`config.mk`:
```
export PLATFORM = sky130hd
export DESIGN_NAME = tpu_mac
export DESIGN_NICKNAME = d
export VERILOG_FILES = /design/src/rtl/tpu_mac.sv
export SDC_FILE = /design/constraint.sdc
export NUM_CORES = 1
export LEC_CHECK = 0
export BUFFER_PORTS_ARGS = -buffer_cell sky130_fd_sc_hd__buf_2
export CAP_MARGIN = 20
export CORE_UTILIZATION = 53
export CTS_BUF_LIST = sky130_fd_sc_hd__clkbuf_4 sky130_fd_sc_hd__clkbuf_8
export DETAILED_ROUTE_END_ITERATION = 10
export PLACE_DENSITY = 0.76
export SYNTH_ARGS = -nofsm -noshare
export SYNTH_HDL_FRONTEND = slang
export SYNTH_SLANG_ARGS = --single-unit
```
`constraint.sdc`:
```
create_clock -name clk -period 15.3 [get_ports clk]
set_input_delay 3.825 -clock clk [delete_from_list [all_inputs] [get_ports clk]]
set_output_delay 3.825 -clock clk [all_outputs]
set_load 0.01 [all_outputs]
```
`src/rtl/tpu_mac.sv`:
```
// Systolic-array processing element: signed multiply-accumulate with registered
// A/B pass-through to the neighbouring cells.
module tpu_mac #(
  parameter int BITS_AB = 8,
  parameter int BITS_C  = 16
) (
  input  logic                      clk,
  input  logic                      rst,
  input  logic                      en,
  input  logic                      WrEn,
  input  logic signed [BITS_AB-1:0] Ain,
  input  logic signed [BITS_AB-1:0] Bin,
  input  logic signed [BITS_C-1:0]  Cin,
  output logic signed [BITS_AB-1:0] Aout,
  output logic signed [BITS_AB-1:0] Bout,
  output logic signed [BITS_C-1:0]  Cout
);

  localparam int PW = 2 * BITS_AB;
  localparam int XW = (BITS_C > PW) ? BITS_C : PW;

  // Full-precision product is sign-extended or truncated to the accumulator
  // width; the accumulator then wraps modulo 2^BITS_C.
  function automatic logic signed [BITS_C-1:0] fit_c(input logic signed [PW-1:0] p);
    logic signed [XW-1:0] x;
    x = XW'(p);
    return x[BITS_C-1:0];
  endfunction

  logic signed [PW-1:0]      prod_p0;
  logic signed [BITS_C-1:0]  sum_p0;
  logic signed [BITS_AB-1:0] a_p1;
  logic signed [BITS_AB-1:0] b_p1;
  logic signed [BITS_C-1:0]  c_p1;

  // Stage 0: MAC on the live inputs, not the forwarded operands.
  always_comb begin
    prod_p0 = Ain * Bin;
    sum_p0  = c_p1 + fit_c(prod_p0);
  end

  // Stage 1: operand forwarding and accumulator register.
  always_ff @(posedge clk) begin
    if (rst) begin
      a_p1 <= '0;
      b_p1 <= '0;
      c_p1 <= '0;
    end else if (en) begin
      a_p1 <= Ain;
      b_p1 <= Bin;
      c_p1 <= WrEn ? Cin : sum_p0;
    end
  end

  assign Aout = a_p1;
  assign Bout = b_p1;
  assign Cout = c_p1;

endmodule

```
==> metrics <==
H-tree levels=2; Period minus WS final=8.38 ns; clk sink count=32; Area Overhead vs Synth=11.9%; final design area excluding fillers=4640 µm²; initial core utilization=56.0%; Net Sw Frac=49.7%; crit-path cells=buf_2 > and2_1 > inv_1 > fa_1 > inv_1 > fa_1 > fa_1 > fa_1 > fa_1 > ha_1 > o21a_2 > a21oi_2 > a21oi_2 > a2bb2oi_1 > xnor2_1 > o22ai_1; CTS root buffer=clkbuf_8; Avg WL per Cell=15.7 µm; clk buf depth=2; Num CTS Buffers=5; power per cell area=205 nW/µm²; Yosys reg bits=32; Net Switching=0.474 mW; Max Clk Rate=119 MHz; Clk pwr share=7.5%; slowest stage delay, CP=0.57 ns; leakage power=2.40 nW; r2r endpoint=Cout[14]; Post-synth EDFFs=0; Placed Cells=580; detailed-route wire length=9.22 mm; clock latency on the worst-skew pair=0.30 ns; RSZ-0062 raised after global routing=false; Pint=0.479 mW; postcts setup bufs=0; die area=8190 µm²; async set or reset register ratio after synthesis=0%; flop-to-flop setup slack=10.68 ns; Worst-path clk slew=0.08 ns; mux cell area share after synthesis=5.55%; routed via count=3098; dpl cell area=4550 µm²; Mapped Avg Cell Area=9.67 µm²; Nets=632; Cells after Synth=429; Die X-Extent=90.5 µm; crit path DAT=8.54 ns; setup TNS=0 ns; Hold Vio Cnt, Final=0; CTS resizes=0; Max Cap Viol=0; Syn. warnings=0; Filler Cells Inserted=659; Gate power share=80.7%; area of the multi-input gates=3180 µm²; CP Buf/Inv Count=3; CTS tree=built; diode count=0; FP Rows=31; grt ovf=0; # hold bufs at CTS=0; first-pass GRT wire length=15.8 mm; status=finished, final reports clean; Slew @ Worst Pin=1.02 ns; drt via density=5.27; Final Setup Violations=0; Worst R2R Start=Cout[4]; CP Class=in -> reg; Synth Cell Area=4150 µm²; Reg area=641 µm²; xor/xnor share of the synthesized area=4.22%; CP max-delay cell=fa_1; Yosys cell types=45; crit path capture=Cout[15]; VDD IR-drop max=0.236 mV; Synth Flop Type=dfxtp_1; Syn Nets=573; Worst Clk Skew=0.00591 ns; Synth Area in Simple Gates=13.0%; share of cells above drive strength 1=16.8%; RePlAce Congestion=0.877; Worst Path Required=15.46 ns; drc violations=0; CORE AREA=7410 µm²; Compound-Gate Fraction of Synth Area=8.41%; main combinational cell family by area after synthesis=adder cells; sequential fraction of the synthesis area=15.4%; Slew Viols, Final=0; GRT Util Overall=24.5%; first drt pass iteration count=4; Crit path top cell by count=fa_1; Iter 0 DRT Violations=104; Routed Antenna Nets=0; R2R depth=17; hpwl dp=7.48 mm; pin count of the biggest net entering global routing=48; Final Non-Filler Cells=588; Worst Setup SP=Bin[0]; initial antenna violation count=0; crit share post-route=54.8%; Crit path max-delay family=adder cells; Seq pwr share=11.8%; worst-path maximum fanout=9; Post-Synth Adder-Cell Area=45.4%; I/O pin cnt=68; Setup crit start kind=input port; WP depth=16; hold slack=0.489 ns; I/O Buffers=67; Die Height=90.5 µm; critical path endpoint category=register; vias in the first global route=3234; Rel. slew slack=32.2%; Hold Path Class=reg -> reg
## cells in the mapped netlist, types with 4 or more instances
| cell type | n | area share [%] |
|---|---|---|
| mux2i_1 | 23 | 5.5 |
| xor2_1 | 4 | 0.84 |
| nand2b_1 | 4 | 0.60 |
| nand2_1 | 28 | 2.5 |
| a21oi_1 | 5 | 0.60 |
| ha_1 | 37 | 11 |
| inv_1 | 71 | 6.4 |
| xnor2_1 | 16 | 3.4 |
| nor2_1 | 37 | 3.3 |
| clkbuf_1 | 11 | 1.0 |
| fa_1 | 71 | 34 |
| dfxtp_1 | 32 | 15 |
| o21ai_0 | 6 | 0.72 |
| a211oi_1 | 9 | 1.6 |
| and2_1 | 32 | 4.8 |
## logic make-up after synthesis
logic type               after synthesis
multiplexers                          23
flip-flops                            32
XOR/XNOR                              20
AO/OA/AOI/OAI                         47
adder cells (fa/ha/maj)              108
AND/OR/NAND/NOR                      112
buffers and inverters                 87
## worst min path at each step
stage	start	endpoint	slack, ns	cells past startpoint
floorplan	Cout[1]	Cout[1]	0.52	2
global placement	Aout[3]	Aout[3]	0.47	2
detailed placement	Aout[2]	Aout[2]	0.47	2
CTS	Aout[2]	Aout[2]	0.50	2
global route	Cout[2]	Cout[2]	0.52	2
finish	Aout[2]	Aout[2]	0.49	2
## metal layers
metal	wire length (µm)	vias up	share of wire, %	track usage, %
li1	-	1468	-	-
met2	4550	83	49	41.5
met3	404	13	4.4	3.37
met1	4120	1534	45	33.1
met5	0	-	0	0
met4	153	0	1.7	6.18
## through the flow
step / power, mW / setup slack, ns / utilization, %
floorplan: 0.709 / 6.91 / -
global placement: 0.850 / 6.83 / 61.4
detailed placement: 0.882 / 6.60 / 61.4
CTS: 0.960 / 6.93 / 62.6
global route: 1.05 / 6.67 / 62.6
finish: 0.953 / 6.92 / 62.6
## power groups by stage
stage | registers (mW) | clock network (mW) | logic, mW
global placement | 0.114 | 0 | 0.736
floorplan | 0.116 | 0 | 0.593
global route | 0.114 | 0.0759 | 0.864
finish | 0.112 | 0.0716 | 0.769
detailed placement | 0.114 | 0 | 0.769
CTS | 0.112 | 0.0739 | 0.775
## worst register-to-register path, delay by kind of cell (launching register included)
family | cells | cell delay [ns]
compound gates | 5 | 1.04
xor+xnor | 1 | 0.13
buf+inv | 4 | 0.25
flops | 1 | 0.37
fa+ha+maj | 7 | 2.74
## final cells by class
| cell class | instances | share of cell area [%] |
|---|---|---|
| sequential | 32 | 13.8 |
| timing repair buffer | 67 | 7.23 |
| inverter | 72 | 5.82 |
| clock buffer | 5 | 1.48 |
| multi-input combinational | 310 | 68.5 |
| clock inverter | 3 | 0.512 |
| tap | 99 | 2.67 |
## layout by cell type (no fill, tap or decap), types with 2 or more instances in the layout
| master | netlist | routed |
|---|---|---|
| o22ai_1 | 3 | 3 |
| nand2_1 | 28 | 28 |
| xnor2_1 | 16 | 16 |
| inv_1 | 71 | 71 |
| nor2_1 | 37 | 37 |
| a211oi_1 | 9 | 9 |
| o21ai_0 | 6 | 6 |
| a21oi_1 | 5 | 5 |
| o21bai_1 | 2 | 2 |
| clkinvlp_4 | 0 | 2 |
| ha_1 | 37 | 37 |
| buf_2 | 3 | 67 |
| nor3_1 | 3 | 3 |
| nand2b_1 | 4 | 4 |
| dfxtp_1 | 32 | 32 |
| clkbuf_8 | 0 | 5 |
| mux2i_1 | 23 | 23 |
| a31oi_1 | 2 | 2 |
| and2_1 | 32 | 32 |
| a21o_1 | 3 | 3 |
| xor2_1 | 4 | 4 |
| a21oi_2 | 2 | 2 |
| fa_1 | 71 | 71 |
| nor2b_1 | 3 | 3 |
## sequential cells by signal, summed over array words and instances, names as in the netlist
signal / cells
Cout: 16
Bout: 8
Aout: 8
No activity file was read; power rests on OpenSTA's default activity.
